--- src/rtl/ex_div_seq_if.sv ---
// Handshake bundle between the EX stage and the divide sequencer.
// The EX stage drives the request side (master); the sequencer drives stall/done/result (slave).
interface ex_div_seq_if #(
    parameter int DATA_WIDTH = 32
);
    logic                  start_i;
    logic [1:0]            op_i;
    logic [DATA_WIDTH-1:0] rs1_i;
    logic [DATA_WIDTH-1:0] rs2_i;
    logic                  flush_i;
    logic                  stall_o;
    logic                  busy_o;
    logic                  done_o;
    logic [DATA_WIDTH-1:0] result_o;

    modport master (
        output start_i, op_i, rs1_i, rs2_i, flush_i,
        input  stall_o, busy_o, done_o, result_o
    );

    modport slave (
        input  start_i, op_i, rs1_i, rs2_i, flush_i,
        output stall_o, busy_o, done_o, result_o
    );
endinterface

--- src/rtl/ex_div_seq.sv ---
// RV32M DIV/DIVU/REM/REMU sequencer: radix-2 restoring divide, one quotient bit per cycle.
// Optional EX_DIV_FAST_PATH_EN: finish in one cycle when the divisor magnitude exceeds the dividend.
module ex_div_seq #(
    parameter int DATA_WIDTH = 32
) (
    input  logic          clk,
    input  logic          rst,
    ex_div_seq_if.slave   bus
);
    localparam int W = DATA_WIDTH;

    typedef enum logic [1:0] {S_IDLE, S_CALC, S_FIX, S_DONE} state_t;

    state_t         state_q, state_d;
    logic [4:0]     cnt_q, cnt_d;
    logic [W:0]     rem_q, rem_d;
    logic [W-1:0]   quo_q, quo_d;
    logic [W-1:0]   dvs_q, dvs_d;
    logic [W-1:0]   result_q, result_d;
    logic           neg_quo_q, neg_quo_d;
    logic           neg_rem_q, neg_rem_d;
    logic           is_rem_q, is_rem_d;

    logic           is_signed, sign1, sign2;
    logic [W-1:0]   mag1, mag2;
    logic           div_zero, overflow, fast_hit, special;
    logic [W-1:0]   special_result;
    logic [W+1:0]   shifted, trial;
    logic [W-1:0]   quo_fix, rem_fix;

    // op_i[0] selects unsigned, op_i[1] selects remainder
    assign is_signed = ~bus.op_i[0];
    assign sign1     = is_signed & bus.rs1_i[W-1];
    assign sign2     = is_signed & bus.rs2_i[W-1];
    assign mag1      = sign1 ? -bus.rs1_i : bus.rs1_i;
    assign mag2      = sign2 ? -bus.rs2_i : bus.rs2_i;
    assign div_zero  = (bus.rs2_i == '0);
    assign overflow  = is_signed && (bus.rs1_i == {1'b1, {(W-1){1'b0}}}) && (bus.rs2_i == '1);

`ifdef EX_DIV_FAST_PATH_EN
    assign fast_hit  = (mag2 > mag1);
`else
    assign fast_hit  = 1'b0;
`endif

    assign special = div_zero | overflow | fast_hit;

    always_comb begin
        special_result = '0;
        if (div_zero) begin
            special_result = bus.op_i[1] ? bus.rs1_i : '1;
        end else if (overflow) begin
            special_result = bus.op_i[1] ? '0 : {1'b1, {(W-1){1'b0}}};
        end else if (fast_hit) begin
            special_result = bus.op_i[1] ? bus.rs1_i : '0;
        end
    end

    // Restoring step: the top bit of the trial difference is the borrow.
    assign shifted = {rem_q, quo_q[W-1]};
    assign trial   = shifted - {2'b00, dvs_q};
    assign quo_fix = neg_quo_q ? -quo_q : quo_q;
    assign rem_fix = neg_rem_q ? -rem_q[W-1:0] : rem_q[W-1:0];

    always_comb begin
        state_d   = state_q;
        cnt_d     = cnt_q;
        rem_d     = rem_q;
        quo_d     = quo_q;
        dvs_d     = dvs_q;
        result_d  = result_q;
        neg_quo_d = neg_quo_q;
        neg_rem_d = neg_rem_q;
        is_rem_d  = is_rem_q;

        case (state_q)
            S_IDLE: begin
                if (bus.start_i && !bus.flush_i) begin
                    is_rem_d = bus.op_i[1];
                    if (special) begin
                        result_d = special_result;
                        state_d  = S_DONE;
                    end else begin
                        rem_d     = '0;
                        quo_d     = mag1;
                        dvs_d     = mag2;
                        neg_quo_d = sign1 ^ sign2;
                        neg_rem_d = sign1;
                        cnt_d     = '0;
                        state_d   = S_CALC;
                    end
                end
            end
            S_CALC: begin
                if (bus.flush_i) begin
                    state_d = S_IDLE;
                end else begin
                    if (!trial[W+1]) begin
                        rem_d = trial[W:0];
                    end else begin
                        rem_d = shifted[W:0];
                    end
                    quo_d = {quo_q[W-2:0], ~trial[W+1]};
                    cnt_d = cnt_q + 5'd1;
                    if (cnt_q == 5'd31) begin
                        state_d = S_FIX;
                    end
                end
            end
            S_FIX: begin
                if (bus.flush_i) begin
                    state_d = S_IDLE;
                end else begin
                    result_d = is_rem_q ? rem_fix : quo_fix;
                    state_d  = S_DONE;
                end
            end
            S_DONE: begin
                state_d = S_IDLE;
            end
            default: begin
                state_d = S_IDLE;
            end
        endcase
    end

    always_ff @(posedge clk) begin
        if (rst) begin
            state_q   <= S_IDLE;
            cnt_q     <= '0;
            rem_q     <= '0;
            quo_q     <= '0;
            dvs_q     <= '0;
            result_q  <= '0;
            neg_quo_q <= 1'b0;
            neg_rem_q <= 1'b0;
            is_rem_q  <= 1'b0;
        end else begin
            state_q   <= state_d;
            cnt_q     <= cnt_d;
            rem_q     <= rem_d;
            quo_q     <= quo_d;
            dvs_q     <= dvs_d;
            result_q  <= result_d;
            neg_quo_q <= neg_quo_d;
            neg_rem_q <= neg_rem_d;
            is_rem_q  <= is_rem_d;
        end
    end

    assign bus.stall_o  = ((state_q == S_IDLE) && bus.start_i && !bus.flush_i)
                        || (state_q == S_CALC) || (state_q == S_FIX);
    assign bus.busy_o   = (state_q != S_IDLE);
    assign bus.done_o   = (state_q == S_DONE);
    assign bus.result_o = result_q;
endmodule

--- src/flat_wrapper.sv ---
// flat-port wrapper written by rule: the top's interface ports become plain ports
module ex_div_seq_flat 
#(
    parameter int DATA_WIDTH = 32
)
  (clk, rst, bus_start_i, bus_op_i, bus_rs1_i, bus_rs2_i, bus_flush_i, bus_stall_o, bus_busy_o, bus_done_o, bus_result_o);
  ex_div_seq_if #(.DATA_WIDTH(DATA_WIDTH)) bus_i ();
  input  logic clk;
  input  logic rst;
  input wire logic [$bits(bus_i.start_i)-1:0] bus_start_i;
  input wire logic [$bits(bus_i.op_i)-1:0] bus_op_i;
  input wire logic [$bits(bus_i.rs1_i)-1:0] bus_rs1_i;
  input wire logic [$bits(bus_i.rs2_i)-1:0] bus_rs2_i;
  input wire logic [$bits(bus_i.flush_i)-1:0] bus_flush_i;
  output wire logic [$bits(bus_i.stall_o)-1:0] bus_stall_o;
  output wire logic [$bits(bus_i.busy_o)-1:0] bus_busy_o;
  output wire logic [$bits(bus_i.done_o)-1:0] bus_done_o;
  output wire logic [$bits(bus_i.result_o)-1:0] bus_result_o;
  assign bus_i.start_i = bus_start_i;
  assign bus_i.op_i = bus_op_i;
  assign bus_i.rs1_i = bus_rs1_i;
  assign bus_i.rs2_i = bus_rs2_i;
  assign bus_i.flush_i = bus_flush_i;
  assign bus_stall_o = bus_i.stall_o;
  assign bus_busy_o = bus_i.busy_o;
  assign bus_done_o = bus_i.done_o;
  assign bus_result_o = bus_i.result_o;
  ex_div_seq #(.DATA_WIDTH(DATA_WIDTH)) u_core (.clk(clk), .rst(rst), .bus(bus_i));
endmodule
--- config.mk ---
export PLATFORM = sky130hd
export DESIGN_NAME = ex_div_seq_flat
export DESIGN_NICKNAME = d
export VERILOG_FILES = /design/src/rtl/ex_div_seq_if.sv /design/src/rtl/ex_div_seq.sv /design/src/flat_wrapper.sv
export SDC_FILE = /design/constraint.sdc
export NUM_CORES = 1
export LEC_CHECK = 0
export ABC_CLOCK_PERIOD_IN_PS = 3600
export CAP_MARGIN = 20
export CORE_MARGIN = 1.5
export CORE_UTILIZATION = 55
export DETAILED_ROUTE_END_ITERATION = 10
export GPL_TIMING_DRIVEN = 0
export HOLD_SLACK_MARGIN = 0.08
export PLACE_DENSITY_LB_ADDON = 0.1
export SYNTH_ARGS = -nofsm -noshare
export SYNTH_HDL_FRONTEND = slang
export SYNTH_SLANG_ARGS = --single-unit
--- constraint.sdc ---
create_clock -name clk -period 3.6 [get_ports clk]
set_input_delay 0.54 -clock clk [delete_from_list [all_inputs] [get_ports clk]]
set_output_delay 0.54 -clock clk [all_outputs]
set_load 0.02 [all_outputs]
Word level (Yosys, flattened, before mapping)

Index checks and enable logic that the tools add are counted.

Bits of input ports: 70
Register bits after elaboration: 139

Add/sub/neg operators: 6
Multiplexer cells: 32
Equal/unequal tests: 12
Bitwise logic cells: 7
Reduce and logical (&&, ||, !) cells: 18

Operators with widths:

| cell                                                                    | number |
|---|---|
| 32-bit two-way mux                                                      | 15 |
| 33-bit two-way mux                                                      | 4 |
| 32-bit negator                                                          | 4 |
| 32-bit one-hot mux with 2 select lines                                  | 2 |
| 33-bit one-hot mux with 2 select lines                                  | 1 |
| 32-bit equality test, second input constant                             | 2 |
| 34-bit by 32-bit subtractor with 34-bit output                          | 1 |
| 32-bit logical NOT                                                      | 1 |
| 5-bit two-way mux                                                       | 3 |
| 2-bit two-way mux                                                       | 5 |
| 5-bit one-hot mux with 2 select lines                                   | 1 |
| 2-bit one-hot mux with 4 select lines                                   | 1 |
| 4-bit AND reduction                                                     | 2 |
| 2-bit inequality test, second input constant                            | 3 |
| 2-bit nonzero test                                                      | 3 |
| 5-bit by 1-bit adder with 5-bit output, second input constant           | 1 |
| 5-bit equality test, second input constant                              | 1 |
| 1-bit logical AND                                                       | 5 |
| 2-bit equality test, second input constant                              | 2 |
| 2-bit by 1-bit inequality test with 1-bit output, second input constant | 2 |
| 2-bit AND reduction                                                     | 2 |
| 3-bit by 2-bit inequality test with 1-bit output, second input constant | 1 |
| 1-bit inverter                                                          | 3 |
| 3-bit AND reduction                                                     | 1 |
| other kinds (7)                                                         | 9 |

Logic depth before layout (Yosys ltp)

Depth in word-level cells: 8
Depth in mapped cells: 15
Depth with buffers taken out: 14

Least setup slack after synthesis

Ideal clock, no wire load.

Path kind: flip-flop to flip-flop
From: register u_core.rem_q[25]
To: register u_core.rem_q[23]
Stages on the path, launching flop included: 14
Library setup time: 0.126 ns
Data arrival time: 3.047 ns
Clock period less this slack: 3.172 ns
Slack: 0.428 ns
Buffers on the path: 2
Cells stage by stage: dfxtp_1 -> ha_1 -> a21o_1 -> a21o_1 -> a211oi_1 -> or4b_1 -> o21ai_0 -> o21ai_1 -> o21ba_2 -> buf_2 -> buf_1 -> nor2_1 -> a22oi_1 -> o21ai_0

Longest elaborated chain between the ends: 4

RTL lines:

| element                                        | line              | text |
|---|---|---|
| from (decl)                                    | ex_div_seq.sv:16  | `logic [W:0] rem_q, rem_d;` |
| from (signal assigned)                         | ex_div_seq.sv:141 | `rem_q <= rem_d;` |
| 34-bit by 32-bit subtractor with 34-bit output | ex_div_seq.sv:61  | `assign trial = shifted - {2'b00, dvs_q};` |
| 33-bit two-way mux                             | ex_div_seq.sv:98  | `if (!trial[W+1]) begin` |
| 33-bit two-way mux                             | ex_div_seq.sv:95  | `if (bus.flush_i) begin` |
| 33-bit one-hot mux with 2 select lines         | ex_div_seq.sv:76  | `case (state_q)` |

Every way passes these cells. The select of a mux whose other input is x is not followed.
A chain may end at the register's enable or synchronous reset.

Worst setup path in the final report

From: input port bus_rs1_i[0]
To: register u_core.result_q[2], in the netlist u_core.bus.result_o[2]

Longest elaborated chain between the ends: 8

RTL lines:

| element                                | line               | text |
|---|---|---|
| from (decl)                            | flat_wrapper.sv:12 | `input wire logic [$bits(bus_i.rs1_i)-1:0] bus_rs1_i;` |
| 32-bit equality test *                 | ex_div_seq.sv:38   | `assign overflow = is_signed && (bus.rs1_i == {1'b1, {(W-1){1'b0}}}) && (bus.rs2_i == '1);` |
| 1-bit logical AND * (2 in series)      | ex_div_seq.sv:38   |  |
| 32-bit two-way mux                     | ex_div_seq.sv:52   | `end else if (overflow) begin` |
| 32-bit two-way mux                     | ex_div_seq.sv:50   | `if (div_zero) begin` |
| 32-bit two-way mux                     | ex_div_seq.sv:80   | `if (special) begin` |
| 32-bit two-way mux                     | ex_div_seq.sv:78   | `if (bus.start_i && !bus.flush_i) begin` |
| 32-bit one-hot mux with 2 select lines | ex_div_seq.sv:76   |  |
| to (signal assigned)                   | ex_div_seq.sv:144  | `result_q <= result_d;` |
| to (decl)                              | ex_div_seq.sv:19   | `logic [W-1:0] result_q, result_d;` |

Mark *: on every way between the ends. The rest lies on a longest branch, timed or not. The select of a mux whose other input is x is not followed.

==> impl_results.rst <==
.. list-table::
   :header-rows: 1

   * - Metric
     - Value
   * - Hold Fails Final Rpt
     - 0
   * - Antenna violations before repair
     - 0
   * - Number of enable-type register cells in the synthesized netlist
     - 0
   * - Endpoint with the worst hold slack
     - u_core.dvs_q[31]$_SDFFE_PP0P_
   * - Weighted congestion at the end of routability-driven global placement
     - 0.974
   * - Synthesized instance count
     - 1390
   * - Final total power
     - about 4700 µW
   * - Clock transition at the register clock pins on the worst setup and hold paths after CTS
     - roughly 0.060 ns
   * - Tightest slew margin relative to the limit
     - 42.3%
   * - Fraction of layout instances using a drive strength above 1
     - 5.80%
   * - Register area share after synthesis
     - approximately a quarter
   * - R2R cell count
     - 15
   * - Fill count
     - between 1500 and 2000
   * - Maximum net fanout on the critical path
     - 10
   * - Most common library cells after synthesis
     - nand2_1, dfxtp_1, nor2_1
   * - Placed Instances
     - 1726
   * - Final clock period utilization by the worst path
     - 98.3%
   * - Number of standard-cell rows in the floorplan
     - 50
   * - Vias
     - roughly 11000
   * - Floorplan Core Area
     - 18700 µm²
   * - Result of the run
     - complete, no violations
   * - Number of buffers added to fix hold violations after cts
     - 0
   * - Number of buffers between clock root and the deepest sink
     - 2
   * - Net count, final
     - 1632
   * - Crit path launch type
     - input pin
   * - Overall routed net length
     - 34700 µm
   * - Final setup violation count
     - 0
   * - Signed area change from the synthesized netlist to the final layout
     - 20.7%
   * - P per Cell Area
     - 369 nW/µm²
   * - Setup skew after layout
     - 0.0119 ns
   * - Later-pin clock latency in the skew report
     - 0.44 ns
   * - Final non-filler cell area
     - 12600 µm²
   * - Endpoint class of the critical path
     - register
   * - Post-synthesis mux area share
     - 2.87%
   * - Remaining antenna violation count
     - 0
   * - Hold Crit Class
     - register to register
   * - Number of buffers inserted during clock tree synthesis
     - 17
   * - # H-tree levels
     - 4
   * - Distinct cell type count after synthesis
     - 66
   * - Post-synthesis compound-gate area fraction
     - 28.2%
   * - Sum of negative setup slack
     - 0 ns
   * - Clock Tree Root
     - clkbuf_16
   * - Maximum number of pins on one net before global-route repair
     - 17
   * - Largest area contributor in the synthesized netlist
     - dfxtp_1
   * - Reported max-cap violation count
     - 0
   * - Top_reg_cell synth
     - dfxtp_1
   * - First-pass GRT wire length
     - between 50000 and 60000 µm
   * - Buffers on Ports
     - between 100 and 150
   * - Worst R2R End
     - u_core.rem_q[30]$_SDFFE_PP0P_
   * - Highest Clock Rate
     - about 280 MHz
   * - Startpoint of the worst-slack reg-to-reg timing path
     - u_core.dvs_q[24]$_SDFFE_PP0P_
   * - Starting density of the core
     - 55.9%
   * - Largest cells by area after synthesis
     - dfxtp_1, xor2_1, xnor2_1, nand2_1, o211ai_1
   * - Hold path cells
     - 2
   * - Total placed instance area
     - 11800 µm²
   * - Area of the die
     - 19900 µm²
   * - Filler-free cell count of the finished design
     - 1769
   * - Storage element area
     - around 2800 µm²
   * - TritonCTS clock tree
     - built
   * - Pins over their slew limit
     - 0
   * - Actual transition at the worst max-transition pin
     - 0.857 ns
   * - Grt ovf
     - 0
   * - Area share of fa/ha/maj cells after synthesis
     - 4.86%
   * - Synthesis Warnings
     - 0
   * - Type of the worst setup path
     - input pin to register
   * - Register bit count reported by yosys
     - 139
   * - Post-synthesis simple-gate area fraction
     - 20.0%
   * - Routed length per instance
     - 19.6 µm
   * - Via-to-Cell Ratio
     - 6.39
   * - Floorplan die width
     - 141 µm
   * - Post-synth net total
     - 1500
   * - Dominant combinational cell family by area after synthesis
     - compound AO/OA/AOI/OAI gates
   * - Share of flip-flops with an asynchronous set or reset after synthesis
     - 0%
   * - I/O pin count
     - about 110
   * - Post-Syn Area per Cell
     - 7.53 µm²
   * - Xor/xnor share of the synthesized area
     - 12.0%
   * - Placed wire-length estimate
     - 26200 µm
   * - Hold path start
     - u_core.dvs_q[31]$_SDFFE_PP0P_
   * - Die span in y
     - around 140 µm
   * - Worst-case vdd ir drop
     - 0.331 mV
   * - Number of optimization iterations in the first detailed-route pass
     - 6
   * - Slack of the worst reg-to-reg path
     - around 0.10 ns
   * - Global-route usage over all layers
     - 34.7%
   * - Multi-input combinational cell area
     - roughly 7200 µm²
   * - Leakage power total
     - 0.00454 µW
   * - Share of the synthesized area in the top cell type
     - 26.6%
   * - CP arrival
     - 3.81 ns
   * - Post-Synthesis Cell Area
     - 10500 µm²
   * - Sinks on Clock Net
     - 139
   * - Via count of the first global-routing pass
     - 10200
   * - DRC violations left
     - 0
   * - Number of DRC markers after the initial detailed-route iteration
     - 1063
   * - Most numerous cell in the Yosys netlist
     - nand2_1
   * - Required time of the critical path
     - 3.88 ns
   * - Time the worst path needs with I/O delays and setup
     - 3.54 ns
   * - Number of antenna cells inserted
     - 0
## power breakdown
part	total [µW]	internal (µW)	switching (µW)
Clock	1940	1210	730
Sequential	1670	1600	63.5
Combinational	1050	436	618
Total	4660	3250	1410
## timing repair
action | 4_1_cts | 5_1_grt
setup buffers | 6 | 8
resized for setup | 10 | 26
setup endpoints to repair | 114 | 133
pin swaps | 4 | 6
## cells by family after synthesis
kind of cell | count (synthesis)
AOI/OAI and AO/OA | 450
xor gates and xnor gates | 143
adders and majority gates | 40
buffers and inverters | 145
DFF | 139
muxes | 30
and+or+nand+nor | 443
## stage by stage
| stage | worst slack [ns] | utilization [%] | hold slack, ns |
|---|---|---|---|
| 6_report | 0.0611 | 67.5 | 0.473 |
| 5_1_grt | -0.00506 | 67.5 | 0.508 |
| 4_1_cts | -0.0881 | 66.8 | 0.476 |
| 3_5_place_dp | -0.946 | 63.0 | 0.468 |
| 3_3_place_gp | -1.05 | 62.9 | 0.459 |
| 2_1_floorplan | 0.428 | - | 0.439 |
## cell type report
class / count / area share, %
well taps: 234 / 2.32
inverters: 54 / 1.61
clock buffers: 21 / 3.73
flip-flops and latches: 139 / 22.1
plain buffers: 88 / 3.08
clock inverters: 11 / 1.32
repair buffers: 116 / 9.06
multi-input cells: 1106 / 56.8
## routing by layer
metal / part of all wire (%) / global-route usage [%] / routed length [µm] / up-vias
li1: - / - / - / 5330
met1: 45 / 49.2 / 15700 / 5324
met2: 42 / 51.4 / 14500 / 553
met3: 8.9 / 6.76 / 3090 / 92
met4: 4.1 / 14.7 / 1410 / 0
met5: 0 / 0 / 0 / -
## how the worst max path moves through the flow
stage	start	end	slack [ns]
global route	bus_rs1_i[0]	u_core.bus.result_o[3]$_SDFFE_PP0P_	-0.005
finish	bus_rs1_i[0]	u_core.bus.result_o[2]$_SDFFE_PP0P_	0.06
detailed placement	bus_rs1_i[0]	u_core.bus.result_o[0]$_SDFFE_PP0P_	-0.95
CTS	bus_rs2_i[0]	u_core.dvs_q[31]$_SDFFE_PP0P_	-0.09
floorplan	u_core.rem_q[25]$_SDFFE_PP0P_	u_core.rem_q[23]$_SDFFE_PP0P_	0.43
global placement	bus_rs2_i[0]	u_core.dvs_q[31]$_SDFFE_PP0P_	-1.05
## cells in the final DEF (no fill, tap or decap), drive strengths merged, types with 26 or more instances in the layout
master and instances:
o211ai 73, buf 29, nor2 133, xor2 77
a211oi 44, inv 54, clkdlybuf4s50 100, clkbuf 94
ha 39, a21oi 91, dfxtp 139, xnor2 66
o31ai 26, nand2 153, mux2i 30, o21ai 108
## registers in the layout, summed over array words and instances, names as in the netlist
signal               cells
u_core.neg_rem_q         1
u_core.bus.result_o     32
u_core.neg_quo_q         1
u_core.state_q           2
u_core.is_rem_q          1
u_core.rem_q            33
u_core.cnt_q             5
u_core.quo_q            32
u_core.dvs_q            32
## worst max-delay path, stage by stage
cell,delay [ns]
clkdlybuf4s50_1,0.50
inv_1,0.09
ha_1,0.16
or3b_2,0.52
nor4b_4,0.26
buf_4,0.19
nand4_1,0.16
nor2_1,0.21
a21o_4,0.18
a21oi_1,0.10
nor3_4,0.28
buf_12,0.16
buf_2,0.30
a311oi_1,0.14
(Power assumes the default switching activity.)
